### config.mk
export PLATFORM = sky130hd
export DESIGN_NAME = dcache_flush_engine
export DESIGN_NICKNAME = d
export VERILOG_FILES = /design/src/rtl/dcache_pkg.sv /design/src/rtl/dcache_flush_engine.sv
export SDC_FILE = /design/constraint.sdc
export NUM_CORES = 1
export LEC_CHECK = 0
export ABC_AREA = 1
export ABC_CLOCK_PERIOD_IN_PS = 13300
export BUFFER_PORTS_ARGS = -buffer_cell sky130_fd_sc_hd__buf_2
export CORE_AREA = 2 2 184 186
export DETAILED_ROUTE_END_ITERATION = 10
export DIE_AREA = 0 0 186 188
export PLACE_DENSITY = 0.55
export SLEW_MARGIN = 20
export SYNTH_ARGS = -nofsm -noshare
export SYNTH_HDL_FRONTEND = slang
export SYNTH_SLANG_ARGS = --single-unit
### constraint.sdc
create_clock -name clk_i -period 13.3 [get_ports clk_i]
set_input_delay 3.99 -clock clk_i [delete_from_list [all_inputs] [get_ports clk_i]]
set_output_delay 3.99 -clock clk_i [all_outputs]
set_load 0.02 [all_outputs]
### src/rtl/dcache_pkg.sv
// Shared dcache definitions: geometry defaults, tag store bit layout and the
// flush engine state encoding.
package dcache_pkg;

  localparam int unsigned DCACHE_NUM_WORDS  = 256;
  localparam int unsigned DCACHE_TAG_WIDTH  = 44;
  localparam int unsigned DCACHE_LINE_WIDTH = 128;
  localparam int unsigned PLEN              = 56;

  // Tag store word layout: {tag, dirty, valid}
  localparam int unsigned TAG_STORE_VALID_BIT_POSITION = 0;
  localparam int unsigned TAG_STORE_DIRTY_BIT_POSITION = 1;
  localparam int unsigned TAG_STORE_TAG_LSB            = 2;

  typedef enum logic [3:0] {
    ST_INIT,
    ST_IDLE,
    ST_INIT_REQ,
    ST_READ,
    ST_CHECK,
    ST_WB,
    ST_INVAL,
    ST_DONE_I,
    ST_DONE_A
  } flush_state_e;

endpackage

### src/rtl/dcache_flush_engine.sv
// Sweeps every dcache index: writes back valid+dirty lines, then clears
// VALID/DIRTY. Runs an invalidate-only sweep out of reset.
module dcache_flush_engine
  import dcache_pkg::*;
#(
  parameter int unsigned NUM_WORDS  = DCACHE_NUM_WORDS,
  parameter int unsigned TAG_WIDTH  = DCACHE_TAG_WIDTH,
  parameter int unsigned LINE_WIDTH = DCACHE_LINE_WIDTH,
  parameter int unsigned ADDR_WIDTH = PLEN
) (
  input  logic                                        clk_i,
  input  logic                                        rst_ni,
  input  logic                                        flush_i,
  input  logic                                        inv_only_i,
  output logic                                        busy_o,
  output logic                                        flush_ack_o,
  output logic                                        tag_en_o,
  output logic                                        tag_we_o,
  output logic [$clog2(NUM_WORDS)-1:0]                tag_addr_o,
  output logic [TAG_WIDTH+TAG_STORE_TAG_LSB-1:0]      tag_wdata_o,
  output logic [TAG_WIDTH+TAG_STORE_TAG_LSB-1:0]      tag_bit_en_o,
  input  logic [TAG_WIDTH+TAG_STORE_TAG_LSB-1:0]      tag_rdata_i,
  output logic                                        data_en_o,
  input  logic [LINE_WIDTH-1:0]                       data_rdata_i,
  output logic                                        wb_valid_o,
  input  logic                                        wb_ready_i,
  output logic [ADDR_WIDTH-1:0]                       wb_addr_o,
  output logic [LINE_WIDTH-1:0]                       wb_data_o
);

  localparam int unsigned IDX_W = $clog2(NUM_WORDS);
  localparam int unsigned TS_W  = TAG_WIDTH + TAG_STORE_TAG_LSB;
  localparam int unsigned OFF_W = ADDR_WIDTH - TAG_WIDTH - IDX_W;
  localparam logic [TS_W-1:0] CLR_MASK =
    TS_W'((1 << TAG_STORE_VALID_BIT_POSITION) | (1 << TAG_STORE_DIRTY_BIT_POSITION));

  flush_state_e            state_q, state_d;
  logic [IDX_W-1:0]        index_q, index_d;
  logic                    pending_q, pending_d;
  logic                    inv_mode_q, inv_mode_d;
  logic [ADDR_WIDTH-1:0]   wb_addr_q, wb_addr_d;
  logic [LINE_WIDTH-1:0]   wb_data_q, wb_data_d;
  logic                    last_idx;
  logic                    start_inv;

  assign last_idx     = (index_q == IDX_W'(NUM_WORDS - 1));
  assign tag_addr_o   = index_q;
  assign tag_wdata_o  = '0;
  assign tag_bit_en_o = CLR_MASK;
  assign wb_addr_o    = wb_addr_q;
  assign wb_data_o    = wb_data_q;

  always_ff @(posedge clk_i) begin
    if (!rst_ni) begin
      state_q    <= ST_INIT;
      index_q    <= '0;
      pending_q  <= 1'b0;
      inv_mode_q <= 1'b0;
    end else begin
      state_q    <= state_d;
      index_q    <= index_d;
      pending_q  <= pending_d;
      inv_mode_q <= inv_mode_d;
    end
  end

  // Write-back payload needs no reset; it is only observed while wb_valid_o=1.
  always_ff @(posedge clk_i) begin
    wb_addr_q <= wb_addr_d;
    wb_data_q <= wb_data_d;
  end

  always_comb begin
    state_d     = state_q;
    index_d     = index_q;
    pending_d   = pending_q;
    inv_mode_d  = inv_mode_q;
    wb_addr_d   = wb_addr_q;
    wb_data_d   = wb_data_q;
    start_inv   = inv_mode_q;
    busy_o      = 1'b1;
    flush_ack_o = 1'b0;
    tag_en_o    = 1'b0;
    tag_we_o    = 1'b0;
    data_en_o   = 1'b0;
    wb_valid_o  = 1'b0;

    // Requests arriving mid-sweep coalesce; the most recent mode wins.
    if (flush_i && (state_q != ST_IDLE)) begin
      pending_d  = 1'b1;
      inv_mode_d = inv_only_i;
    end

    case (state_q)
      ST_INIT, ST_INIT_REQ: begin
        tag_en_o = 1'b1;
        tag_we_o = 1'b1;
        if (last_idx) begin
          state_d = (state_q == ST_INIT) ? ST_DONE_I : ST_DONE_A;
        end else begin
          index_d = index_q + IDX_W'(1);
        end
      end
      ST_IDLE: begin
        busy_o = pending_q;
        if (flush_i || pending_q) begin
          start_inv  = flush_i ? inv_only_i : inv_mode_q;
          inv_mode_d = start_inv;
          index_d    = '0;
          pending_d  = 1'b0;
          state_d    = start_inv ? ST_INIT_REQ : ST_READ;
        end
      end
      ST_READ: begin
        tag_en_o  = 1'b1;
        data_en_o = 1'b1;
        state_d   = ST_CHECK;
      end
      ST_CHECK: begin
        if (tag_rdata_i[TAG_STORE_VALID_BIT_POSITION] &&
            tag_rdata_i[TAG_STORE_DIRTY_BIT_POSITION]) begin
          wb_addr_d = {tag_rdata_i[TAG_STORE_TAG_LSB +: TAG_WIDTH], index_q, OFF_W'(0)};
          wb_data_d = data_rdata_i;
          state_d   = ST_WB;
        end else begin
          state_d = ST_INVAL;
        end
      end
      ST_WB: begin
        wb_valid_o = 1'b1;
        if (wb_ready_i) state_d = ST_INVAL;
      end
      ST_INVAL: begin
        tag_en_o = 1'b1;
        tag_we_o = 1'b1;
        if (last_idx) begin
          state_d = ST_DONE_A;
        end else begin
          index_d = index_q + IDX_W'(1);
          state_d = ST_READ;
        end
      end
      ST_DONE_I: state_d = ST_IDLE;
      ST_DONE_A: begin
        flush_ack_o = 1'b1;
        state_d     = ST_IDLE;
      end
      default: state_d = ST_INIT;
    endcase

    // Keep the stores and memory port quiet while reset is held.
    if (!rst_ni) begin
      busy_o      = 1'b1;
      flush_ack_o = 1'b0;
      tag_en_o    = 1'b0;
      tag_we_o    = 1'b0;
      data_en_o   = 1'b0;
      wb_valid_o  = 1'b0;
    end
  end

endmodule

==> flow_metrics.py <==
metrics = {
    "place": {
        "dp_cells": 1254,
        "placed_area_um2": 9230,
        "gp_congestion": 0.740,
        "place_ws_ns": 4.40,
        "hpwl_mm": 15.2,
        "portBuffers": 372,
    },
    "timing": {
        "clock_skew_ns": 0.0161,
        "setup_ws_ns": 4.42,
        "holdWs_ns": 0.545,
        "worst_pin_slew_ns": 1.07,
        "relSlewSlack": 0.290,
        "hold_viol_final": 0,
        "period_needed_ns": 8.88,
        "rsz0062_at_grt": "no",
        "fmax_mhz": 113,
        "min_period_over_period": 0.667,
        "setup_tns_ns": 0,
        "final-max-slew-violation-count": 0,
        "setup_viol": 0,
    },
    "floorplanning": {
        "std_cell_rows": 67,
        "dieWidth_um": 186,
        "design.core.area_um2": 33100,
        "start_util": 0.216,
        "io_pins": 469,
        "die-area_um2": 35000,
        "fp.dieH_um": 188,
    },
    "cells_and_area": {
        "fin_nets": 1005,
        "fin_cells": 1288,
        "syn2layout_area_growth_pct": 37.2,
        "n_fill_cell": 3411,
        "multi_input_area_um2": 1000,
        "drive_gt1_frac": 0.517,
        "final_common_cell": "buf_2",
        "fin_area_um2": 9800,
        "regArea_um2": 5690,
        "mostFrequentLayoutCells": "372 x buf_2, 180 x edfxtp_1, 96 x conb_1, 47 x nand2_1",
    },
    "global_routing": {
        "grt_pass1_wl_mm": 25.8,
        "grt_pass1_vias": 4068,
        "grt-ovfl-total": 0,
        "grt_usage": 0.104,
        "grt_max_degree": 84,
        "antenna_found_initial": 6,
    },
    "synth": {
        "synth_top_family_by_area": "buffers and inverters",
        "synth_top_cell_by_area": "edfxtp_1",
        "synth_cell_types": 28,
        "synth_fa_ha_area_frac": 0.00175,
        "synthSimpleGateAreaFrac": 0.0727,
        "syn_area_per_cell_um2": 16.5,
        "synth_top_area_share": 0.757,
        "synth_xor_xnor_area_share": 0.00368,
        "synth-compound-area-share": 0.0107,
        "syn_area_um2": 7140,
        "synthCells": 434,
        "ys_seq_area_frac": 0.796,
        "synthMuxAreaShare": 0,
        "ys_top_cells_by_area": "edfxtp_1 76%, buf_4 10%, dfxtp_1 3.9%",
        "synth_warnings": 0,
        "synth_seq_cells": 194,
    },
    "flow_run": {
        "maxCapViolations": 0,
    },
    "cts": {
        "cts_root_buf": "clkbuf_16",
        "cts_sinks": 194,
        "htree_levels": 4,
        "cts.path.max_buffers": 2,
        "postCtsSetupRepairBufs": 0,
        "cts_tree": "done",
        "holdBufCountCts": 0,
        "path_clk_slew_ns": 0.07,
        "cts_made_buffers": 17,
        "cts_resized": 0,
        "clock_latency_ns": 0.44,
    },
    "routing": {
        "drt_iter0_markers": 260,
        "wirelength_mm": 19.5,
        "wl_met1_mm": 6.87,
        "avgRoutedWirePerCell_um": 15.1,
        "vias_per_cell": 3.56,
        "dr.pass1.iters": 4,
        "wl_met2_mm": 9.84,
        "num_vias": 4582,
        "post-route-drc-count": 0,
        "wl_met3_mm": 2.42,
        "routed.top_layer": "met5",
        "detail-route-antenna-nets": 0,
    },
    "critical_path": {
        "critical-path-max-stage-delay_ns": 0.45,
        "ff2ff_path_depth": 4,
        "crit_top_cell": "buf_2",
        "worstSetupPathType": "input pin to output port",
        "slowest_stage": "inv_1",
        "endpoint_kind": "output port",
        "critical_path.startpoint_type": "input pin",
        "path_cells": "buf_2 > inv_1 > nor2_1 > nand2_1 > buf_2",
        "worstPathArrival_ns": 4.89,
        "path_max_fanout": 15,
        "required_ns": 9.31,
    },
    "power_and_ir_drop": {
        "irDropWorstVdd_mv": 0.0860,
        "leakagePower_nw": 4.20,
        "powerDensity_nw_per_um2": 152,
    },
    "status": {
        "outcome": "finished, final reports clean",
    },
    "hold_path": {
        "min-delay-path-class": "flop to flop",
        "min_path_cells": 2,
    },
}
[flip-flops by register name, summed over array words and instances, names as in the netlist]
register / flops
wb_addr_o: 52
pending_q: 1
inv_mode_q: 1
tag_addr_o: 8
state_q: 4
wb_data_o: 128
[power breakdown]
part	internal, W	switching [W]	total (W)
registers	0.000709	0.0000151	0.000725
clock network	0.000278	0.000222	0.000500
logic	0.0000788	0.000183	0.000262
total	0.00107	0.000420	0.00149
[routing by layer]
metal / up-vias / global-route usage
li1: 2106 / -
met1: 2169 / 0.107
met2: 273 / 0.181
met3: 26 / 0.0544
met4: 8 / 0.0354
met5: - / 0
[cell type report]
class | count | share of cell area
inverter | 24 | 0.00945
clock inverter | 11 | 0.0133
antenna | 3 | 0.000766
sequential | 194 | 0.580
timing repair buffer | 375 | 0.192
clock buffer | 20 | 0.0446
tap | 448 | 0.0572
multi-input combinational | 213 | 0.102
[cells in the mapped netlist]
master    count
a21oi_1       9
a21oi_2       1
buf_4        96
clkbuf_1      1
conb_1        2
dfxtp_1      14
edfxtp_1    180
ha_1          1
inv_1        17
inv_2         6
inv_4         1
nand2_1      47
nand2_2       7
nand2_4       3
nand2_8       1
nand3_1      12
nand3_2       1
nand3_4       1
nand4_1       2
nor2_1       15
nor2_2        5
nor2_4        2
nor2_8        1
nor3_1        3
o21ai_0       1
o21ai_2       2
xnor2_1       1
xor2_1        2
[cell families (layout without fill, tap and decap cells)]
kind of cell,count (synthesis),after routing
flip-flops,194,194
buffers and inverters,121,430
AND/OR/NAND/NOR,100,100
AO/OA/AOI/OAI,13,13
XOR/XNOR,3,3
other,2,99
adder cells (fa/ha/maj),1,1
[critical path, delay by kind of cell]
family	cells	cell delay (ns)
buffers and inverters	3	0.73
and+or+nand+nor	2	0.16
[per-stage QoR]
step                      total power (W)  utilization
after floorplan                  0.000941            -
after global placement            0.00100        0.279
after detailed placement          0.00100        0.279
after CTS                         0.00151        0.296
after global routing              0.00156        0.296
final                             0.00149        0.296
[worst paths after layout]
kind / startpoint / to / slack (ns)
min: state_q[1]$_SDFFE_PN0P_ / state_q[1]$_SDFFE_PN0P_ / 0.55
max reg2reg: state_q[0]$_SDFFE_PN0P_ / wb_data_o[84]$_DFFE_PN_ / 10.53
max: rst_ni / busy_o / 4.42
min reg2reg: state_q[1]$_SDFFE_PN0P_ / state_q[1]$_SDFFE_PN0P_ / 0.55
(Power assumes the default switching activity.)
